File: config.mk
export PLATFORM = sky130hd
export DESIGN_NAME = program_loader
export DESIGN_NICKNAME = d
export VERILOG_FILES = /design/src/rtl/program_loader_pkg.sv /design/src/rtl/program_loader_byte_assembler.sv /design/src/rtl/program_loader.sv
export SDC_FILE = /design/constraint.sdc
export NUM_CORES = 1
export LEC_CHECK = 0
export ABC_AREA = 1
export CAP_MARGIN = 25
export CORE_AREA = 2 2 106 108
export DETAILED_ROUTE_END_ITERATION = 8
export DIE_AREA = 0 0 108 110
export PLACE_DENSITY = 0.64
export SETUP_SLACK_MARGIN = 0.5
export SLEW_MARGIN = 20
export SYNTH_ARGS = -nofsm -noshare
export SYNTH_HDL_FRONTEND = slang
export SYNTH_HIERARCHICAL = 1
export SYNTH_SLANG_ARGS = --single-unit
File: constraint.sdc
create_clock -name clock -period 2 [get_ports clock]
set_input_delay 0.4 -clock clock [delete_from_list [all_inputs] [get_ports clock]]
set_output_delay 0.4 -clock clock [all_outputs]
set_load 0.05 [all_outputs]
File: src/rtl/program_loader_pkg.sv
`default_nettype none
// ============================================================================
//  Module   : program_loader_pkg
//  Purpose  : State encodings, field widths and helpers shared by the loader.
//  Revision : 1.0  initial release
// ============================================================================
package program_loader_pkg;

    localparam int c_LEN_W      = 16;
    localparam int c_BYTE_CNT_W = 2;
    localparam int c_STATE_W    = 3;

    localparam logic [c_STATE_W-1:0] c_ST_LEN_HI = 3'd0;
    localparam logic [c_STATE_W-1:0] c_ST_LEN_LO = 3'd1;
    localparam logic [c_STATE_W-1:0] c_ST_DATA   = 3'd2;
    localparam logic [c_STATE_W-1:0] c_ST_CHECK  = 3'd3;
    localparam logic [c_STATE_W-1:0] c_ST_DONE   = 3'd4;
    localparam logic [c_STATE_W-1:0] c_ST_ERROR  = 3'd5;

    typedef logic [c_LEN_W-1:0] len_t;

    // A word count may equal the memory depth but never exceed it.
    function automatic logic len_too_big(input len_t len, input int addr_width);
        return {1'b0, len} > (17'(1) << addr_width);
    endfunction

endpackage
`default_nettype wire

File: src/rtl/program_loader_byte_assembler.sv
`default_nettype none
// ============================================================================
//  Module   : byte_assembler
//  Purpose  : Packs accepted bytes big-endian into 32-bit words.
//  Revision : 1.0  initial release
// ============================================================================
module byte_assembler
    import program_loader_pkg::*;
(
    input  logic        clk,
    input  logic        rst,
    input  logic        clear,
    input  logic        accept,
    input  logic [7:0]  byte_in,
    output logic [31:0] word,
    output logic        word_valid
);

    // The three oldest bytes are stored; the fourth completes the word on the fly
    // so the word is usable in the very cycle its last byte is accepted.
    logic [23:0]             r_shift;
    logic [c_BYTE_CNT_W-1:0] r_cnt;

    assign word       = {r_shift, byte_in};
    assign word_valid = accept && (r_cnt == 2'd3);

    always_ff @(posedge clk) begin
        if (rst || clear) begin
            r_shift <= '0;
            r_cnt   <= '0;
        end else if (accept) begin
            r_shift <= word[23:0];
            r_cnt   <= r_cnt + 2'd1;
        end
    end

endmodule
`default_nettype wire

File: src/rtl/program_loader.sv
`default_nettype none
// ============================================================================
//  Module   : program_loader
//  Purpose  : Boot-stream loader writing instruction memory, then releasing CPU.
//             Optional checksum trailer enabled by macro LOADER_CHECKSUM_EN.
//  Revision : 1.0  initial release
// ============================================================================
module program_loader
    import program_loader_pkg::*;
#(
    parameter int ADDR_WIDTH = 10
)
(
    input  logic                  clock,
    input  logic                  reset,
    input  logic [7:0]            in_data,
    input  logic                  in_valid,
    output logic                  in_ready,
    output logic                  mem_we,
    output logic [ADDR_WIDTH-1:0] mem_addr,
    output logic [31:0]           mem_wdata,
    output logic                  cpu_reset,
    output logic                  done,
    output logic                  error
);

`ifdef LOADER_CHECKSUM_EN
    localparam logic [c_STATE_W-1:0] c_ST_AFTER_PAYLOAD = c_ST_CHECK;
    logic [31:0] r_csum;
`else
    localparam logic [c_STATE_W-1:0] c_ST_AFTER_PAYLOAD = c_ST_DONE;
`endif

    logic [c_STATE_W-1:0]  r_state;
    logic [c_STATE_W-1:0]  w_state_next;
    logic                  w_rx_state;
    logic                  w_accept;
    logic                  w_len_clear;
    logic                  w_word_valid;
    logic                  w_data_word;
    logic [31:0]           w_word;
    len_t                  w_len;
    len_t                  r_words_left;
    logic                  r_mem_we;
    logic [ADDR_WIDTH-1:0] r_mem_addr;
    logic [31:0]           r_mem_wdata;
    logic                  r_cpu_reset;
    logic                  r_done;
    logic                  r_error;

    always_comb begin
        w_rx_state = 1'b0;
        case (r_state)
            c_ST_LEN_HI, c_ST_LEN_LO, c_ST_DATA: w_rx_state = 1'b1;
`ifdef LOADER_CHECKSUM_EN
            c_ST_CHECK:                          w_rx_state = 1'b1;
`endif
            default:                             w_rx_state = 1'b0;
        endcase
    end

    assign in_ready    = w_rx_state && !reset;
    assign w_accept    = in_valid && in_ready;
    assign w_len_clear = w_accept && (r_state == c_ST_LEN_LO);
    assign w_data_word = w_word_valid && (r_state == c_ST_DATA);
    assign w_len       = w_word[c_LEN_W-1:0];

    // Shared packer: LEN_HI/LEN_LO fill the low half, then it is cleared for payload.
    byte_assembler u_byte_assembler (
        .clk        (clock),
        .rst        (reset),
        .clear      (w_len_clear),
        .accept     (w_accept),
        .byte_in    (in_data),
        .word       (w_word),
        .word_valid (w_word_valid)
    );

    always_comb begin
        w_state_next = r_state;
        case (r_state)
            c_ST_LEN_HI: begin
                if (w_accept) w_state_next = c_ST_LEN_LO;
            end
            c_ST_LEN_LO: begin
                if (w_accept) begin
                    if (w_len == '0)
                        w_state_next = c_ST_AFTER_PAYLOAD;
                    else if (len_too_big(w_len, ADDR_WIDTH))
                        w_state_next = c_ST_ERROR;
                    else
                        w_state_next = c_ST_DATA;
                end
            end
            c_ST_DATA: begin
                if (w_word_valid && (r_words_left == c_LEN_W'(1)))
                    w_state_next = c_ST_AFTER_PAYLOAD;
            end
`ifdef LOADER_CHECKSUM_EN
            c_ST_CHECK: begin
                if (w_word_valid)
                    w_state_next = (w_word == r_csum) ? c_ST_DONE : c_ST_ERROR;
            end
`endif
            default: w_state_next = r_state;
        endcase
    end

    always_ff @(posedge clock) begin
        if (reset) begin
            r_state      <= c_ST_LEN_HI;
            r_words_left <= '0;
            r_mem_we     <= 1'b0;
            r_mem_addr   <= '0;
            r_mem_wdata  <= '0;
            r_cpu_reset  <= 1'b1;
            r_done       <= 1'b0;
            r_error      <= 1'b0;
        end else begin
            r_state  <= w_state_next;
            r_mem_we <= w_data_word;
            if (w_data_word)
                r_mem_wdata <= w_word;
            // Address advances in the cycle after each strobe so it is stable during it.
            if (r_mem_we)
                r_mem_addr <= r_mem_addr + ADDR_WIDTH'(1);
            if (w_len_clear)
                r_words_left <= w_len;
            else if (w_data_word)
                r_words_left <= r_words_left - c_LEN_W'(1);
            // done/cpu_reset lag DONE by one cycle so they follow the final write strobe.
            r_done      <= (r_state == c_ST_DONE);
            r_cpu_reset <= (r_state != c_ST_DONE);
            r_error     <= (w_state_next == c_ST_ERROR);
        end
    end

`ifdef LOADER_CHECKSUM_EN
    always_ff @(posedge clock) begin
        if (reset)
            r_csum <= '0;
        else if (w_data_word)
            r_csum <= r_csum ^ w_word;
    end
`endif

    assign mem_we    = r_mem_we;
    assign mem_addr  = r_mem_addr;
    assign mem_wdata = r_mem_wdata;
    assign cpu_reset = r_cpu_reset;
    assign done      = r_done;
    assign error     = r_error;

endmodule
`default_nettype wire

==> run metrics, run 1 <==
Final Wtd Congestion=0.9347; gr ovfl total=0; Max VDD drop=roughly 0.00043 V; GRT Total Usage=between 10% and 20%; Synth Register Bits=91; Sw Ratio=~29%; DRC=0; hold_sp=u_byte_assembler/r_shift[17]; Final Util=between 50% and 60%; critical setup path kind=reg2out; Final setup violation count=0; crit path buf inv count=2; ratio of cells with drive above 1 in the final layout=30.65%; critical path endpoint=in_ready; clock root buffer=clkbuf_8; syn_nets=622; critical path's slowest cell=dfxtp_4; CTS buffer count=9; Vias/cell=around 5; core footprint=between 10,000 and 15,000 um2; outcome=finished, final reports clean; Static Leak=about 2.7 nW; CTS Hold Bufs=0; Clock Sinks=91; # diodes=0; Worst Hold Class=reg2reg; Power Dens Cells=between 600 and 700 nW/um2; Register Area=~1800 um2; cell breakdown of the critical path=a21oi_4, nand2_2, clkinvlp_4, buf_8; multi-input logic area=between 2000 and 2500 um2; Die Span Y=110 um; Synth cell types=34; Die Area=between 10,000 and 15,000 um2; Max Cap Viol=0; minimum clock period after layout=between 1.5 and 2 ns; deepest clock path buffer count=2; Port Buffers=57; Clock Latency Late Sink=roughly 0.37 ns; Fin. Hold Viols=0; Reg-to-Reg Start=r_state[0]; post-route ant nets=0; via count=between 4,000 and 5,000; hpwl dp=7215 um; r2r endpoint=r_words_left[15]; Sequential Power Share=between 40% and 50%; max_slew headroom=roughly 72%; Initial DRT Pass Iterations=5; Arr. time, crit path=between 1 and 1.5 ns; Fin Hold WS=~0.47 ns; Cells after Synth=607; Pint=between 2 and 3 mW; cell area after synthesis=4207 um2; critical path peak fanout=2; max incr delay on CP=0.36 ns; Clk network pwr share=around a third; starting density of the core=around 39%; Cell Rows=38; Worst-Margin Slew=0.4146 ns; Final Cycle Share=80.87%; critical path's top delay family=flip-flops; Avg WL per Cell=13.80 um; Setup TNS Final=0 ns; Avg Inst Size Synth=a little under 7 um2; sequential area share after synthesis=between 40% and 50%; Clock transition at path regs=0.09 ns; vias in the first global route=3,711; Max H-tree Level=3; first-pass GRT wire length=about 17,000 um; Worst path depth=4; DRT Wirelength=11,520 um; CP Data Required Time=about 1.6 ns; Fill cells=slightly above 1,000; crit path from=r_state[0]; Layout area overhead=37.72%; clock skew after layout=between 0.01 and 0.015 ns; maximum clock frequency=between 0.6 and 0.7 GHz; Net Sw Power=approximately 1.2 mW; RSZ-0062 raised after global routing=yes; R2R Setup Slk=roughly 0.42 ns; max-slew violations=0; initial antenna violation count=0; Worst setup EP type=output port; CTS tree=done; Ports=58; Setup crit start kind=flip-flop; combinational power share=about 17%; Die Span X=between 100 and 150 um; starting DRC count in detailed routing=approximately 220; largest net degree at the start of global routing=55; Yosys warning count=6; worst r2r path cells=12; nets=slightly above 700
-- final cells by class --
class	count	area share, %
flip-flops and latches	91	31.79
repair inverters	2	0.4752
repair buffers	100	16.83
well taps	140	3.024
multi-input cells	429	39.85
clock inverters	7	1.728
clock buffers	9	2.138
inverters	57	4.168
-- power groups by stage --
stage | Sequential (mW) | Combinational (mW) | Clock, mW
6_report | 1.95 | 0.679 | 1.40
4_1_cts | 1.94 | 0.596 | 1.44
5_1_grt | 1.96 | 0.749 | 1.50
2_1_floorplan | 1.98 | 0.434 | 0
3_3_place_gp | 1.99 | 0.534 | 0
3_5_place_dp | 1.99 | 0.544 | 0
-- synthesized netlist by cell type --
cell,number,area [um2]
a211oi_1,1,7.510
a21oi_1,44,220.2
a21oi_2,1,8.760
a31oi_1,6,37.54
and3_1,1,6.260
buf_2,4,20.02
buf_4,12,90.09
buf_6,8,90.09
buf_8,1,15.01
clkbuf_1,8,30.03
dfxtp_1,91,1822
ha_1,4,50.05
inv_1,55,206.5
inv_4,1,6.260
inv_6,1,8.760
nand2_1,191,716.9
nand2_2,5,31.28
nand2_8,1,20.02
nand3_1,19,95.09
nand3_2,2,20.02
nand3b_1,1,7.510
nand4_1,2,12.51
nor2_1,110,412.9
nor2_2,1,6.260
nor2_4,2,22.52
nor2_8,1,20.02
nor3_1,6,30.03
nor3b_1,1,7.510
o211ai_1,1,7.510
o21ai_0,11,55.05
o21ai_1,1,5.000
or2_2,2,12.51
xnor2_1,6,52.55
xor2_1,6,52.55
-- metal layers --
metal | vias to the layer above | global-route usage, % | wire length, um
met4 | 0 | 5.037 | 170
met1 | 1907 | 24.85 | 5228
li1 | 2043 | - | -
met2 | 98 | 30.50 | 5521
met3 | 15 | 3.762 | 599
met5 | - | 0 | 0
-- worst reg2reg max path: cells and delay by family, from the launching register on --
family | cells | cell delay, ns
compound gates | 2 | 0.32
buf+inv | 3 | 0.27
flops | 1 | 0.36
simple gates | 7 | 0.52
-- through the flow --
step	area (um2)	cells	power (mW)	setup slack (ns)
6_report	5793	835	4.031	0.3825
5_1_grt	5793	835	4.204	0.3223
4_1_cts	5264	821	3.972	0.3678
3_5_place_dp	4942	791	2.535	0.02821
3_3_place_gp	4942	791	2.523	0.05561
2_1_floorplan	4272	607	2.410	0.2724
-- state kept, by name, summed over array words and instances (netlist names) --
signal / count
cpu_reset: 1
done: 1
error: 1
mem_addr: 10
mem_wdata: 32
mem_we: 1
r_state: 3
r_words_left: 16
u_byte_assembler/r_cnt: 2
u_byte_assembler/r_shift: 24
-- worst min path at each step --
stage,slack (ns),cells after the start,endpoint
global placement,0.45,2,mem_wdata[26]
global route,0.48,2,mem_wdata[27]
detailed placement,0.46,2,mem_wdata[25]
finish,0.47,2,mem_wdata[25]
floorplan,0.44,2,mem_wdata[24]
CTS,0.47,2,mem_wdata[25]
-- cells by family after synthesis --
kind of cell	share of synthesized area (%)
AOI/OAI and AO/OA	8.120
xor gates and xnor gates	2.498
adders and majority gates	1.190
DFF	43.31
and+or+nand+nor	33.79
buffers and inverters	11.09
-- placed cells by master, fill, tap and decap left out, types with 5 or more instances in the layout --
cell               n
clkbuf_16          6
xnor2_1            6
dfxtp_2            7
inv_1             49
xor2_1             6
nor2_4             8
o21ai_1            6
buf_2             42
nor2_1           102
nand2_2           13
a31oi_1            6
o21ai_0            6
nor3_1             5
nand2_1          162
a21oi_1           17
dfxtp_1           81
clkbuf_8           9
nor2_2             6
buf_4             16
buf_6             12
nand3_1           17
a21oi_2           27
clkdlybuf4s50_1    8
buf_12             7
nand2_4           21
-- repair_timing --
item | CTS | global route
gates resized for setup | 206 | 146
setup endpoints to repair | 108 | 74
gates cloned | 5 | 8
buffers inserted | 9 | 6
pin swaps | 5 | 43
Power figures use the tool's default switching activity.
==> inputs of run 2 (changes only) <==
Clock period 2 ns to 1.3 ns, I/O delays scaled along.
==> run 2 against run 1 <==
The flow now finishes with violations (negative setup slack). Clock-buffer cell count is the same. Die area is the same. Highest routed layer unchanged. Via count grew 16%. Final cell count grew 9.3%. Power grew 60%. First-iteration DRC count grew 77%. Combinational power grew 130%. Wire length grew 32%. Critical path depth grew 7. Worst hold slack lost 0.11 ns. Critical endpoint is now mem_wdata[29]. Setup slack lost 0.70 ns.
==> run metrics, run 2 (synthesis results as in run 1) <==
outcome=finished, violations left; violated checks=negative setup slack; cell breakdown of the critical path=a21oi_4, nand3_2, inv_2, nand2_4, inv_4, nand2_8, inv_12, buf_12, clkbuf_16, nand2_4, a21oi_1; Die Span X=108 um (unchanged); Power Total=6.462 mW (+60%); Initial DRT Pass Iterations=5 (unchanged); crit path buf inv count=5 (+3); Cell Rows=38 (unchanged); nets=783 (+11%); commonest non-fill, non-tap cell in the layout=nand2_1; Clock Sinks=91 (unchanged); via count=4,699 (+16%); clock root buffer=clkbuf_8; CP Data Required Time=1.62 ns (+0.02 ns); Final setup violation count=80 (+80); hpwl dp=7834 um (+8.6%); Hold Path Sink=mem_wdata[31]; most frequent cells in the layout=118 x nand2_1, 98 x nor2_1, 74 x buf_4; R2R Setup Slk=-0.31 ns (-0.73 ns); first-pass GRT wire length=22,010 um (+26%); starting DRC count in detailed routing=380 (+77%); largest net degree at the start of global routing=27 (-51%); hold depth=3 (+1); Worst setup EP type=flip-flop; # diodes=0 (unchanged); GRT Total Usage=23.64% (+5.1 points); DRC=0 (unchanged); Most Frequent Cell on Critical Path=nand2_4; deepest clock path buffer count=2 (unchanged); gr ovfl total=0 (unchanged); Port Buffers=57 (unchanged); r2r endpoint=mem_wdata[29]; max incr delay on CP=0.37 ns (about the same); pre-CTS WS=-0.5181 ns (-0.5463 ns); Avg WL per Cell=16.65 um (+21%); maximum clock frequency=0.6195 GHz; Max Cap Viol=0 (unchanged); placed cells=828 (+4.7%); Ports=58 (unchanged); ratio of cells with drive above 1 in the final layout=50.84% (+20 points); Final Cycle Share=124.2%; vias in the first global route=4,626 (+25%); critical path peak fanout=7 (+5); critical setup path kind=reg2reg; critical path's slowest cell=dfxtp_4; post-route ant nets=0 (unchanged); final instance count without filler cells=913 (+9.3%); Worst Setup Slack, final=-0.3142 ns (-0.6967 ns); multi-input logic area=2514 um2 (+8.9%); Die Area=11,880 um2 (unchanged); starting density of the core=39.32% (unchanged); initial antenna violation count=0 (unchanged); Register Area=1914 um2 (+3.9%); Vias/cell=5.147 (+5.8%); clock skew after layout=0.01394 ns (+0.001167 ns); number of flip-flops in the largest register=32 (unchanged); RSZ-0062 raised after global routing=yes; Fin. Hold Viols=0 (unchanged); Worst-Margin Slew=0.3750 ns (-0.03954 ns); Fin Hold WS=0.3617 ns (-0.1087 ns); hold_sp=reset; Power Dens Cells=865.5 nW/um2 (+24%); Clock Latency Late Sink=0.38 ns (about the same); Worst Hold Class=in2reg; Arr. time, crit path=1.93 ns (+0.71 ns); Static Leak=3.309 nW (+23%); Final Wtd Congestion=0.8251 (-12%); Max VDD drop=0.0006713 V (+56%); max-slew violations=0 (unchanged); max_slew headroom=74.91% (+2.5 points); Max H-tree Level=3 (unchanged); CTS tree=done; Fill cells=753 (-25%); CTS buffer count=9 (unchanged); Reg-to-Reg Start=r_state[0]; Layout area overhead=77.48%; DRT Wirelength=15,200 um (+32%); Final Util=69.79% (+16 points); critical path's top delay family=buffers and inverters; Clock transition at path regs=0.11 ns (+0.02 ns); CTS Hold Bufs=0 (unchanged); minimum clock period after layout=1.614 ns; core footprint=10,700 um2 (unchanged); worst r2r path cells=11 (-1); Die Span Y=110 um (unchanged); Setup crit start kind=flip-flop
## run 2: cell types whose count changed in the layout (fill, tap and decap cells not counted), moves of 40 or more
| cell | delta |
|---|---|
| dfxtp_1 | -40 |
| buf_4 | +58 |
| buf_2 | -41 |
| buf_12 | +48 |
| nand2_1 | -44 |
| nand2_2 | +48 |
## run 2: cell type report
| class | count | area share [%] |
|---|---|---|
| clock inverter | 7 | 1.022 |
| inverter | 57 | 3.335 |
| sequential | 91 | 25.64 |
| timing repair buffer | 179 | 32.18 |
| clock buffer | 9 | 1.659 |
| timing repair inverter | 1 | 0.1508 |
| tap | 140 | 2.346 |
| multi-input combinational | 429 | 33.67 |
## run 2: worst min-delay path, stage by stage
cell and delay [ns]:
buf_2 0.12, buf_6 0.19, a21oi_1 0.13
## run 2: worst max path at each step
stage / depth (start not counted) / slack, ns / startpoint / to
after floorplan: 15 / -0.46 / r_state[0] / r_words_left[9]
after global placement: 11 / -0.47 / in_valid / r_words_left[5]
after detailed placement: 12 / -0.52 / in_valid / r_words_left[11]
after CTS: 5 / -0.25 / r_state[1] / in_ready
after global routing: 11 / -0.38 / r_state[0] / mem_wdata[29]
final: 11 / -0.31 / r_state[0] / mem_wdata[29]
## run 2: stage by stage
stage	setup TNS, ns	area (um2)
floorplan	-20.77	4437
global placement	-31.53	5793
detailed placement	-33.66	5793
CTS	-12.93	6968
global route	-24.59	7466
finish	-18.56	7466
## run 2: where the power goes
group          internal, mW  total [mW]  switching [mW]
clock network         0.765        1.98            1.21
logic                 0.666        1.53           0.866
registers              2.87        2.95          0.0871
total                  4.30        6.46            2.16
## run 2: routing by layer
metal | GRT usage, % | vias up | wire [um]
met3 | 3.645 | 53 | 942
met2 | 44.38 | 222 | 7965
met5 | 0 | - | 0
li1 | - | 2199 | -
met4 | 7.967 | 0 | 572
met1 | 27.40 | 2225 | 5721
## run 2: what timing repair did
action,in CTS,in global routing
cloned,11,6
pin swaps,49,32
setup buffers,35,17
resized for setup,138,68
endpoints found under the setup margin,138,138
